[config.mk]
export PLATFORM = sky130hd
export DESIGN_NAME = decode_stage
export DESIGN_NICKNAME = d
export VERILOG_FILES = /design/src/rtl/decode_stage.sv
export SDC_FILE = /design/constraint.sdc
export NUM_CORES = 1
export LEC_CHECK = 0
export BUFFER_PORTS_ARGS = -buffer_cell sky130_fd_sc_hd__buf_2
export CELL_PAD_IN_SITES_DETAIL_PLACEMENT = 1
export CELL_PAD_IN_SITES_GLOBAL_PLACEMENT = 1
export CORE_ASPECT_RATIO = 1.75
export CORE_MARGIN = 3
export CORE_UTILIZATION = 30
export CTS_CLUSTER_SIZE = 24
export DETAILED_ROUTE_END_ITERATION = 12
export PLACE_DENSITY = 0.7
export SLEW_MARGIN = 20
export SYNTH_ARGS = -nofsm -noshare
export SYNTH_HDL_FRONTEND = slang
export SYNTH_SLANG_ARGS = --single-unit
[constraint.sdc]
create_clock -name clk -period 2.6 [get_ports clk]
set_input_delay 0.52 -clock clk [delete_from_list [all_inputs] [get_ports clk]]
set_output_delay 0.52 -clock clk [all_outputs]
set_load 0.1 [all_outputs]
[src/rtl/decode_stage.sv]
// decode_stage: two-entry registered RV instruction decoder with skid buffer.
module decode_stage #(
  parameter int XLEN  = 64,
  parameter int CNT_W = 32
) (
  input  logic             clk,
  input  logic             rst,
  input  logic             flush,
  input  logic             in_valid,
  output logic             in_ready,
  input  logic [31:0]      in_instr,
  input  logic [XLEN-1:0]  in_pc,
  output logic             out_valid,
  input  logic             out_ready,
  output logic [XLEN-1:0]  out_pc,
  output logic [4:0]       out_rs1,
  output logic [4:0]       out_rs2,
  output logic [4:0]       out_rd,
  output logic [6:0]       out_opcode,
  output logic [2:0]       out_funct3,
  output logic [6:0]       out_funct7,
  output logic [XLEN-1:0]  out_imm,
  output logic [2:0]       out_fmt,
  output logic             out_illegal,
  output logic [CNT_W-1:0] dec_count
);
  localparam bit RV64 = (XLEN == 64);
  typedef struct packed {
    logic [2:0]      fmt;
    logic            illegal;
    logic [XLEN-1:0] imm;
  } dec_t;
  function automatic dec_t decode(input logic [31:0] i);
    dec_t d;
    logic [6:0] op;
    logic [31:0] imm32;
    op = i[6:0];
    d.fmt = (op == 7'b0000011 || op == 7'b0010011 || op == 7'b1100111 || op == 7'b1110011 ||
             (RV64 && op == 7'b0011011)) ? 3'd1 :
            (op == 7'b0110011 || (RV64 && op == 7'b0111011)) ? 3'd0 :
            (op == 7'b0100011) ? 3'd2 :
            (op == 7'b1100011) ? 3'd3 :
            (op == 7'b0110111 || op == 7'b0010111) ? 3'd4 :
            (op == 7'b1101111) ? 3'd5 : 3'd7;
    d.illegal = (d.fmt == 3'd7);
    imm32 = (d.fmt == 3'd1) ? {{20{i[31]}}, i[31:20]} :
            (d.fmt == 3'd2) ? {{20{i[31]}}, i[31:25], i[11:7]} :
            (d.fmt == 3'd3) ? {{19{i[31]}}, i[31], i[7], i[30:25], i[11:8], 1'b0} :
            (d.fmt == 3'd4) ? {i[31:12], 12'b0} :
            (d.fmt == 3'd5) ? {{11{i[31]}}, i[31], i[19:12], i[20], i[30:21], 1'b0} : 32'd0;
    d.imm = XLEN'($signed(imm32));
    return d;
  endfunction
  logic            out_v, skid_v, in_fire, out_fire, load;
  logic [31:0]     out_i, skid_i, nxt_i;
  logic [XLEN-1:0] out_pc_r, skid_pc, nxt_pc;
  dec_t            out_d;
  logic [CNT_W-1:0] cnt;
  // The skid entry is only ever full while the output entry is full, so
  // the output register reloads from skid when draining, else from the input.
  always_comb begin
    in_fire  = in_valid & ~skid_v & ~rst;
    out_fire = out_v & out_ready;
    load     = out_fire ? (skid_v | in_fire) : (~out_v & in_fire);
    nxt_i    = skid_v ? skid_i : in_instr;
    nxt_pc   = skid_v ? skid_pc : in_pc;
  end
  always_ff @(posedge clk) begin
    if (rst) begin
      out_v    <= 1'b0;
      skid_v   <= 1'b0;
      out_i    <= '0;
      out_pc_r <= '0;
      out_d    <= '0;
      skid_i   <= '0;
      skid_pc  <= '0;
      cnt      <= '0;
    end else begin
      cnt <= cnt + CNT_W'(out_fire);
      if (flush) begin
        out_v  <= 1'b0;
        skid_v <= 1'b0;
      end else begin
        if (load) begin
          out_i    <= nxt_i;
          out_pc_r <= nxt_pc;
          out_d    <= decode(nxt_i);
        end
        if (in_fire & ~load) begin
          skid_i  <= in_instr;
          skid_pc <= in_pc;
        end
        out_v  <= load | (out_v & ~out_fire);
        skid_v <= (skid_v & ~out_fire) | (in_fire & ~load);
      end
    end
  end
  assign in_ready    = rst | ~skid_v;
  assign out_valid   = out_v;
  assign out_pc      = out_pc_r;
  assign out_rs1     = out_i[19:15];
  assign out_rs2     = out_i[24:20];
  assign out_rd      = out_i[11:7];
  assign out_opcode  = out_i[6:0];
  assign out_funct3  = out_i[14:12];
  assign out_funct7  = out_i[31:25];
  assign out_imm     = out_d.imm;
  assign out_fmt     = out_d.fmt;
  assign out_illegal = out_d.illegal;
  assign dec_count   = cnt;
endmodule

**After elaboration in Yosys (flattened, before gate mapping)**

Index checks and enable logic that the tools add are counted.

- Flip-flop bits (word level): 262
- Word-level logic and storage cells: 69
- Output and inout bits: 198

- Reductions and logical operators: 9
- Multiplexer cells: 14
- Bitwise gates (word level): 17
- $add $sub $neg: 1
- Equality and inequality tests: 18

Operators with widths:

| operator | number |
|---|---|
| $mux W32 | 6 |
| $mux W64 | 1 |
| $add A32 B1 Y32 | 1 |
| $eq A7 B6 Y1 const B | 4 |
| $eq A7 B7 Y1 const B | 4 |
| $eq A7 B5 Y1 const B | 3 |
| $mux W3 | 4 |
| $eq A3 B3 Y1 const B | 3 |
| $and A1 B1 Y1 | 7 |
| $eq A7 B2 Y1 const B | 1 |
| $eq A3 B2 Y1 const B | 2 |
| $logic_or A1 B1 Y1 | 6 |
| $not A1 Y1 | 6 |
| $mux W2 | 2 |
| $or A1 B1 Y1 | 4 |
| $reduce_and A2 Y1 | 2 |
| $eq A3 B1 Y1 const B | 1 |
| $reduce_or A2 Y1 | 1 |
| $mux W1 | 1 |

**Depth between registers and ports, before layout**

- Depth in word-level cells: 14
- Gate-level depth with buffers: 9
- Gate-level depth less buffers: 7

**Worst setup path after synthesis**

Ideal clock, no wire load.

- Path kind: register -> register
- Start: reg out_v, in the netlist out_valid
- End: reg cnt[26], in the netlist dec_count[26]
- Clock period less this slack: 2,753 ps
- Stages on the path, launching flop included: 9
- Data arrival time: 2,625 ps
- Setup slack: -153 ps
- Required time: 2,472 ps
- Cell sequence: dfxtp_1 -> and2_1 -> ha_1 -> ha_1 -> nand4_1 -> clkbuf_1 -> nor4_1 -> xnor2_1 -> nor2_1

- Cells in the longest elaborated chain, start to end: 2

RTL lines:

| item | RTL line | source |
|---|---|---|
| start: declaration | 54 | `logic out_v, skid_v, in_fire, out_fire, load;` |
| start signal: assignment | 93 | `out_v <= load \| (out_v & ~out_fire);` |
| $and A1 B1 Y1 | 63 | `out_fire = out_v & out_ready;` |
| $add A32 B1 Y32 | 79 | `cnt <= cnt + CNT_W'(out_fire);` |
| end signal: assignment | 79 |  |
| end: declaration | 58 | `logic [CNT_W-1:0] cnt;` |

Every way passes these cells.
A chain may end at the register's enable or synchronous reset.

**Final worst setup path**

- Start: reg skid_v
- End: reg out_d (netlist bit out_imm[9])

- Cells in the longest elaborated chain, start to end: 14
- Elaborated cells on any way between the ends: 42
- Classes of those cells: 17 x eq/ne; 13 x mux; 5 x bitwise; 7 x reduce/logical

RTL lines:

| item | RTL line | source |
|---|---|---|
| start: declaration | 54 |  |
| start signal: assignment | 94 | `skid_v <= (skid_v & ~out_fire) \| (in_fire & ~load);` |
| $mux W32 | 65 | `nxt_i = skid_v ? skid_i : in_instr;` |
| $eq A7 B7 Y1, or another cell as far along | 44 | `(op == 7'b1101111) ? 3'd5 : 3'd7;` |
| $mux W2 / $logic_or A1 B1 Y1 (equally long branches) | 44, 43 |  |
| $mux W2 | 43 | `(op == 7'b0110111 \|\| op == 7'b0010111) ? 3'd4 :` |
| $mux W3 | 42 | `(op == 7'b1100011) ? 3'd3 :` |
| $mux W3 | 41 | `(op == 7'b0100011) ? 3'd2 :` |
| $mux W3 | 40 | `(op == 7'b0110011 \|\| (RV64 && op == 7'b0111011)) ? 3'd0 :` |
| $mux W3 | 39 | `(RV64 && op == 7'b0011011)) ? 3'd1 :` |
| $eq A3 B3 Y1 | 50 | `(d.fmt == 3'd5) ? {{11{i[31]}}, i[31], i[19:12], i[20], i[30:21], 1'b0} : 32'd0;` |
| $mux W32 | 50 |  |
| $mux W32 | 49 | `(d.fmt == 3'd4) ? {i[31:12], 12'b0} :` |
| $mux W32 | 48 | `(d.fmt == 3'd3) ? {{19{i[31]}}, i[31], i[7], i[30:25], i[11:8], 1'b0} :` |
| $mux W32 | 47 | `(d.fmt == 3'd2) ? {{20{i[31]}}, i[31:25], i[11:7]} :` |
| $mux W32 | 46 | `imm32 = (d.fmt == 3'd1) ? {{20{i[31]}}, i[31:20]} :` |
| end signal: assignment | 87 | `out_d <= decode(nxt_i);` |
| end: declaration | 57 | `dec_t out_d;` |

Parallel ways exist; a longest one is shown, timed or not.

==> results.toml <==
[routing]
drt-wirelength-per-cell_um = 18.4
vias_per_cell = 5.03
drc = 0
routed_wl_mm = 37.4
num_vias = 10200
ant_nets = 0
drtIter0Drc = 317
dr.pass1.iters = 7

[worst_setup_path]
crit_type = "reg -> reg"
worstPathArrival_ns = 2.73
r2r_end = "out_imm[9]$_SDFFE_PP0P_"
worstPathRequired_ns = 3.05
reg2reg_depth = 6
crit_fanout = 12
reg2reg_slack_ns = 0.32
start_kind = "flip-flop"
r2r_start = "skid_v$_SDFF_PP0_"
critPathCaptureType = "flip-flop"

[clocking]
cts_buffers = 28
clk_latency_ns = 0.55
clockBufferDepth = 3
cts_tree = "done"
holdBufCountCts = 0
cts_setup_buffers = 0
cts.sinks = 262
clk_pin_slew_worst_paths_ns = 0.07
root_buffer = "clkbuf_16"
cts_resized = 0
htreeDepth = 1

[power]
p_leak_nw = 5.32
power_density_nw_per_um2 = 706
ir_worst_vdd_v = 0.000536

[cells_and_area]
finalNetCount = 1632
post-route-util_pct = 38.0
area_growth_pct = 24.4
mostFrequentLayoutCells = "297 x buf_2, 259 x dfxtp_1, 219 x nand2_1, 156 x nor2_1, 128 x a21oi_1"
final_common_cell = "buf_2"
drive_gt1_share_pct = 27.7

[timing]
finalCritPeriodShare_pct = 87.7
finalMaxSlewViolations = 0
finalSetupTns_ns = 0
worst_pin_slew_ns = 0.872
finalSetupViolCount = 0
holdWs_ns = 0.174
finalHoldViolations = 0
fin_skew_ns = 0.0156
rsz0062_at_grt = "false"
layout_min_cycle_time_ns = 2.28
fmax_mhz = 439
max_slew_margin_pct = 41.9

[grt]
antenna_found_initial = 3
first_global_vias = 10700
grt_util_all_layers_pct = 17.9
grt_pass1_wl_mm = 59.3
grt_max_degree = 171
grt_overflow = 0

[floorplan]
core_region_area_um2 = 36900
boundaryPins = 299
die_w_um = 152
dieArea_um2 = 40000
start_util_pct = 30.5
rows = 93
fp.dieH_um = 262

[yosys]
syn_area_per_cell_um2 = 8.65
ys_seq_area_share_pct = 46.6
ys.flop_type = "dfxtp_1"
ys_types = 60
synth_edf_count = 0
syn_inst = 1301
ys_warn_count = 0
ys_seq_elements = 262
synthesis.nets = 1404
synth_area_um2 = 11300
ys_async_sr_fraction_pct = 0

[place]
hpwl_mm = 26.2
finalWeightedCongestion = 0.839
place.port_buffers = 298

[worst_hold_path]
whs_endpoint = "out_valid$_SDFF_PP0_"
min_path_cells = 2
hold_class = "in -> reg"
hp-start = "flush"

[run_status]
status = "complete, no violations"

[flow_run]
drv_cap = 0
-- Yosys cell counts (15+ instances only) --
library cell  count  area (um^2)
buf_2            23          115
nor2_1          157          589
a21oi_1         128          641
nand2_1         219          822
dfxtp_1         262         5250
buf_4            40          300
o21ai_0          15         75.1
clkbuf_1         61          229
nor3_1           35          175
a211oi_1         93          698
xnor2_1          20          175
mux2i_1          85          851
-- power breakdown --
part           switching [W]  internal, W  leakage, nW
clock network        0.00169      0.00255        0.486
logic                0.00117     0.000295         2.71
registers          0.0000646      0.00412         2.13
-- how the worst max path moves through the flow --
stage / start / to / slack [ns]
global placement: in_valid / out_imm[26]$_SDFFE_PP0P_ / 0.17
detailed placement: in_valid / out_imm[25]$_SDFFE_PP0P_ / 0.03
global route: skid_v$_SDFF_PP0_ / out_imm[9]$_SDFFE_PP0P_ / 0.18
floorplan: dec_count[0]$_SDFF_PP0_ / dec_count[26]$_SDFF_PP0_ / 0.04
CTS: skid_v$_SDFF_PP0_ / out_imm[9]$_SDFFE_PP0P_ / 0.01
finish: skid_v$_SDFF_PP0_ / out_imm[9]$_SDFFE_PP0P_ / 0.32
-- kinds of logic (layout without fill, tap and decap cells) --
logic type / Yosys count / count (layout) / synth area share, %
simple gates: 478 / 478 / 18.1
compound gates: 285 / 285 / 16.9
flops: 262 / 262 / 46.6
buf+inv: 146 / 394 / 6.82
mux: 102 / 102 / 9.40
xor+xnor: 26 / 26 / 2.02
fa+ha+maj: 2 / 2 / 0.222
other cells: 0 / 3 / 0
-- registers in the layout, indices dropped and copies added (netlist names) --
signal	flops
out_fmt	3
out_pc	64
out_valid	1
out_i	32
out_illegal	1
skid_pc	64
dec_count	32
skid_i	32
skid_v	1
out_imm	32
-- per-stage QoR --
stage	setup slack, ns	area, um^2	power, W	instances
6_report	0.320	14000	0.00990	2027
5_1_grt	0.181	14000	0.0103	2026
4_1_cts	0.0124	14000	0.0100	2024
3_5_place_dp	0.0324	13000	0.00575	1974
3_3_place_gp	0.166	13000	0.00573	1974
2_1_floorplan	0.0409	11300	0.00538	1301
-- worst max-delay path, cell delays in order (launching register included) --
cell and delay (ns):
dfxtp_4 0.46, mux2i_1 0.48, buf_4 0.24, o211ai_1 0.13
a21oi_2 0.29, o211ai_2 0.27, o21ai_0 0.30
-- area by class of cell --
class / count / area, um^2
inverter: 14 / 52.6
tap: 475 / 594
clock buffer: 39 / 843
antenna: 3 / 7.51
timing repair buffer: 330 / 1830
fill: 4445 / 22900
multi-input combinational: 893 / 5290
clock inverter: 11 / 141
sequential: 262 / 5250
-- per-layer routing --
layer  part of all wire [%]  track usage [%]  wire, um  up-vias
li1                       -                -         -     4939
met1                     39             19.4     14500     4952
met2                     53             33.8     19700      236
met3                    4.6             3.05      1700       71
met4                    4.0             7.66      1510        2
met5                  0.035                0        13        -
Power figures use the tool's default switching activity.
